===== src/rtl/pipeline_hazard_ctrl.sv =====
// pipeline_hazard_ctrl: load-use stall, branch flush and memory-wait/timeout control for a 5-stage pipe.
// Define HAZARD_PERF_CNT_EN to add the saturating stall-cycle counter output stall_cnt.
module pipeline_hazard_ctrl #(
   parameter int FLUSH_CYCLES = 1,
   parameter int MEM_TIMEOUT  = 15
) (
   input  logic        clk,
   input  logic        rst_n,
   input  logic [4:0]  id_rs,
   input  logic [4:0]  id_rt,
   input  logic        ex_mem_read,
   input  logic [4:0]  ex_rt,
   input  logic        is_branch,
   input  logic        mem_busy,
   output logic        pc_write,
   output logic        ifd_write,
   output logic        ifd_flush,
   output logic        idex_bubble,
   output logic [1:0]  state,
   output logic        timeout_err
`ifdef HAZARD_PERF_CNT_EN
   ,
   output logic [15:0] stall_cnt
`endif
);
   typedef enum logic [1:0] {RUN = 2'd0, FLUSH = 2'd1, MEM_WAIT = 2'd2, ERROR = 2'd3} state_t;
   localparam logic [1:0] FLUSH_INIT = 2'(FLUSH_CYCLES - 1);
   localparam logic [7:0] TIMEOUT    = 8'(MEM_TIMEOUT);
   state_t cur, nxt;
   logic [1:0] fcnt, fcnt_nxt;
   logic [7:0] wcnt, wcnt_nxt;
   logic       terr_nxt, busy, branch, load_use;
   // Inputs are masked while in reset so the outputs decode as an idle RUN.
   assign busy     = rst_n & mem_busy;
   assign branch   = rst_n & is_branch;
   assign load_use = rst_n & ex_mem_read & (ex_rt != 5'd0) & ((ex_rt == id_rs) | (ex_rt == id_rt));
   assign state    = cur;
   always_ff @(posedge clk or negedge rst_n) begin
      if (!rst_n) begin
         cur         <= RUN;
         fcnt        <= 2'd0;
         wcnt        <= 8'd0;
         timeout_err <= 1'b0;
      end else begin
         cur         <= nxt;
         fcnt        <= fcnt_nxt;
         wcnt        <= wcnt_nxt;
         timeout_err <= terr_nxt;
      end
   end
   always_comb begin
      nxt      = cur;
      fcnt_nxt = fcnt;
      wcnt_nxt = wcnt;
      terr_nxt = timeout_err;
      case (cur)
         RUN: begin
            if (busy) begin
               nxt      = MEM_WAIT;
               wcnt_nxt = 8'd1;
            end else if (branch) begin
               fcnt_nxt = FLUSH_INIT;
               nxt      = (FLUSH_CYCLES > 1) ? FLUSH : RUN;
            end
         end
         FLUSH: begin
            if (busy) begin
               nxt      = MEM_WAIT;
               wcnt_nxt = 8'd1;
            end else begin
               fcnt_nxt = fcnt - 2'd1;
               nxt      = (fcnt == 2'd1) ? RUN : FLUSH;
            end
         end
         MEM_WAIT: begin
            if (!busy) begin
               wcnt_nxt = 8'd0;
               nxt      = (fcnt != 2'd0) ? FLUSH : RUN;
            end else if (wcnt == TIMEOUT) begin
               nxt      = ERROR;
               terr_nxt = 1'b1;
            end else begin
               wcnt_nxt = (wcnt == 8'hFF) ? wcnt : wcnt + 8'd1;
            end
         end
         default: ;
      endcase
   end
   always_comb begin
      pc_write    = 1'b1;
      ifd_write   = 1'b1;
      ifd_flush   = 1'b0;
      idex_bubble = 1'b0;
      case (cur)
         RUN: begin
            if (busy) begin
               pc_write  = 1'b0;
               ifd_write = 1'b0;
            end else if (branch) begin
               ifd_flush   = 1'b1;
               idex_bubble = 1'b1;
            end else if (load_use) begin
               pc_write    = 1'b0;
               ifd_write   = 1'b0;
               idex_bubble = 1'b1;
            end
         end
         FLUSH: begin
            pc_write    = ~busy;
            ifd_write   = ~busy;
            ifd_flush   = ~busy;
            idex_bubble = ~busy;
         end
         MEM_WAIT: begin
            pc_write  = 1'b0;
            ifd_write = 1'b0;
         end
         default: begin
            pc_write    = 1'b0;
            ifd_write   = 1'b0;
            ifd_flush   = 1'b1;
            idex_bubble = 1'b1;
         end
      endcase
   end
`ifdef HAZARD_PERF_CNT_EN
   always_ff @(posedge clk or negedge rst_n) begin
      if (!rst_n)
         stall_cnt <= 16'd0;
      else if (!pc_write && stall_cnt != 16'hFFFF)
         stall_cnt <= stall_cnt + 16'd1;
   end
`endif
endmodule


===== config.mk =====
export PLATFORM = sky130hd
export DESIGN_NAME = pipeline_hazard_ctrl
export DESIGN_NICKNAME = d
export VERILOG_FILES = /design/src/rtl/pipeline_hazard_ctrl.sv
export SDC_FILE = /design/constraint.sdc
export NUM_CORES = 1
export LEC_CHECK = 0
export BUFFER_PORTS_ARGS = -buffer_cell sky130_fd_sc_hd__buf_2
export CORE_MARGIN = 2
export CORE_UTILIZATION = 49
export CTS_BUF_LIST = sky130_fd_sc_hd__clkbuf_2
export CTS_CLUSTER_SIZE = 28
export DETAILED_ROUTE_END_ITERATION = 12
export GPL_TIMING_DRIVEN = 0
export HOLD_SLACK_MARGIN = 0.02
export PLACE_DENSITY = 0.78
export SKIP_CTS_REPAIR_TIMING = 1
export SLEW_MARGIN = 10
export SYNTH_ARGS = -nofsm -noshare
export SYNTH_HDL_FRONTEND = slang
export SYNTH_SLANG_ARGS = --single-unit

===== constraint.sdc =====
create_clock -name clk -period 1.7 [get_ports clk]
set_clock_uncertainty 0.05 [all_clocks]
set_input_delay 0.34 -clock clk [delete_from_list [all_inputs] [get_ports clk]]
set_output_delay 0.34 -clock clk [all_outputs]
set_load 0.02 [all_outputs]

==> reports/results.ini <==
[critical_path]
critical-path-slowest-cell=dfrtp_2
cp_num_buf_inv=2
critPathKind=reg2out
cp.arrival_ns=1.77
crit_family=flip-flops
slowest_delay_ns=0.48
path_cells=ha_4 > or3_4 > o221a_4 > buf_6 > buf_6
crit_path_end_kind=output pin
cp-start-kind=register
required_ns=1.31
crit_fanout=5
path_common_cell=buf_6

[grt]
grt_pass1_wl_mm=3.81
grt_max_degree=22
grtUsageMet3=0.0545
grtUsageMet1=0.229
grt_busiest_layer=met2
grt-ovfl-total=0
grt_pass1_vias=909
use_met2=0.344
track_usage=0.192
antenna_found_initial=0

[clock_network]
clockBufferDepth=2
path_clk_slew_ns=0.13
htreeDepth=1
cts_tree=built
cts-root-buf=clkbuf_2
cts_buffers=3
clk_latency_ns=0.28
clkSinkCount=13

[die]
row_count=16
core_um2=1980
die_h_um=50.1
fp.dieW_um=50.1
ios=27
die_area_um2=2510
start_util=0.525

[synthesis]
netlist_area_um2=1040
syn_nets=139
synth_top_area_cell=dfrtp_1
synth_area_leaders=dfrtp_1, ha_1, xor2_1, o21ai_0, nand3_1
yosys.area.top_type_share=0.313
ys.warnings.count=0
yosysSeqAreaShare=0.313
synth_seq_cells=13
synth.distinct_cells=44
synth_cells=112
postSynthAreaPerCell_um2=9.29

[sta]
hold_viol_final=0
fmax_mhz=464
rsz0062_at_grt=yes
period_share=1.27
finalMaxSlewViolations=0
tightest_slew_ns=0.590
period_minus_slack_ns=2.16
slew-limit-headroom=0.605
fin_ws_ns=-0.455
setup_viol=12

[power_and_ir_drop]
irDropWorstVdd_uv=828
total_power_mw=1.75
power_density_nw_per_um2=1210
p_leak_nw=0.666

[drt]
drt_iter0_drc=11
firstDrtPassIters=4
drcViolationCount=0
wire_per_inst_um=13.1
dr_total_vias=1011
vias_per_cell=5.59
routed_wl_mm=2.38
antenna_violating_nets_post_route=0

[outcome]
violations=setup timing
status=finished with violations

[place]
portBuffers=26
hpwl_mm=1.65
place.gp.congestion=0.794

[final_layout]
fin_nets=182
fillers=139
syn2layout_area_growth_pct=38.1
antenna_cells=0
fin_util=0.725
drive_gt1_frac=0.461

[run]
max-cap-violations=0

[worst_hold_path]
hold_path_class=in2reg

cell usage after synthesis, drive strengths merged:
library cell,number
nor4,1
or3,1
mux2i,1
o311a,1
nand2b,3
or4,4
nand2,5
nor2,5
nand3,6
o21bai,1
nand4,2
clkbuf,1
dfrtp,13
xor2,10
a21boi,1
a22oi,1
nand3b,1
and3,3
a211oi,3
a31o,1
a31oi,1
o31ai,2
o22a,1
nor3,3
a21bo,1
o21a,2
a22o,1
mux2,2
inv,6
ha,7
o211ai,1
o221a,1
o21ai,11
o22ai,1
a21oi,2
o32ai,1
buf,2
or2,1
a211o,1
o41ai,1
stage by stage:
stage                     std cells  area, um^2  setup slack [ns]  setup TNS (ns)  hold slack (ns)
after global routing            181        1440            -0.526           -3.10            0.414
after detailed placement        165        1230            -0.451           -2.86            0.257
after floorplan                 112        1060            -0.211          -0.619         -0.00559
after global placement          165        1230            -0.429           -2.54            0.252
final                           181        1440            -0.455           -2.19            0.401
after CTS                       169        1250            -0.570           -3.13          -0.0689
worst reg2reg max path, delay by kind of cell, from the launching register on:
family / cells / cell delay, ns
AOI/OAI and AO/OA: 1 / 0.23
buffers and inverters: 1 / 0.12
DFF: 1 / 0.45
and+or+nand+nor: 2 / 0.71
muxes: 1 / 0.29
path summary, 6_finish.rpt:
kind,from,end,slack (ns),cells after the start
worst max-delay path,state[0],pc_write,-0.46,5
worst min-delay path,mem_busy,state[1],0.40,3
worst max register to register,wcnt[5],wcnt[0],-0.25,5
worst min register to register,timeout_err,timeout_err,0.45,1
max in group asynchronous,rst_n,wcnt[4],0.51,2
min in group asynchronous,rst_n,wcnt[1],0.67,2
flip-flops by register name, indices dropped and copies added (netlist names):
register / cells
timeout_err: 1
state: 2
wcnt: 8
fcnt: 2
power breakdown:
part | leakage (nW) | internal (mW) | switching [mW]
combinational | 0.480 | 0.560 | 0.567
sequential | 0.170 | 0.377 | 0.0725
clock | 0.0166 | 0.0624 | 0.107
cell families after synthesis:
| family | after synthesis | synth area share |
|---|---|---|
| compound gates | 35 | 0.245 |
| xor+xnor | 10 | 0.0841 |
| fa+ha+maj | 7 | 0.0841 |
| buf+inv | 9 | 0.0433 |
| flops | 13 | 0.312 |
| mux | 3 | 0.0385 |
| simple gates | 35 | 0.192 |
area by class of cell:
cell class / instances / area [um^2] / share of cell area
multi-input cells: 90 / 767 / 0.534
repair buffers: 39 / 239 / 0.166
well taps: 27 / 33.8 / 0.0235
clock buffers: 4 / 20.0 / 0.0139
inverters: 6 / 25.0 / 0.0174
flip-flops and latches: 13 / 330 / 0.230
plain buffers: 2 / 22.5 / 0.0157
per-layer routing:
metal  part of all wire  routed length [um]
met5                  0                   0
met4                  0                   0
met3              0.051                 122
met2               0.51                1200
met1               0.44                1050
placed cells by master, fill, tap and decap left out, types with 2 or more instances in the layout:
| cell type | count |
|---|---|
| o21ai_0 | 7 |
| ha_4 | 2 |
| ha_1 | 4 |
| xor2_1 | 10 |
| inv_2 | 2 |
| buf_2 | 24 |
| dfrtp_1 | 9 |
| and3_1 | 2 |
| nand4_1 | 2 |
| buf_6 | 3 |
| nand2_1 | 4 |
| o31ai_1 | 2 |
| nor3_1 | 3 |
| o21a_1 | 2 |
| nand3_1 | 4 |
| mux2_4 | 2 |
| nand2b_1 | 3 |
| buf_4 | 12 |
| inv_1 | 3 |
| clkbuf_2 | 4 |
| nor2_1 | 5 |
| dfrtp_2 | 4 |
| o21ai_1 | 4 |
| or4_1 | 3 |
(Power assumes the default switching activity.)
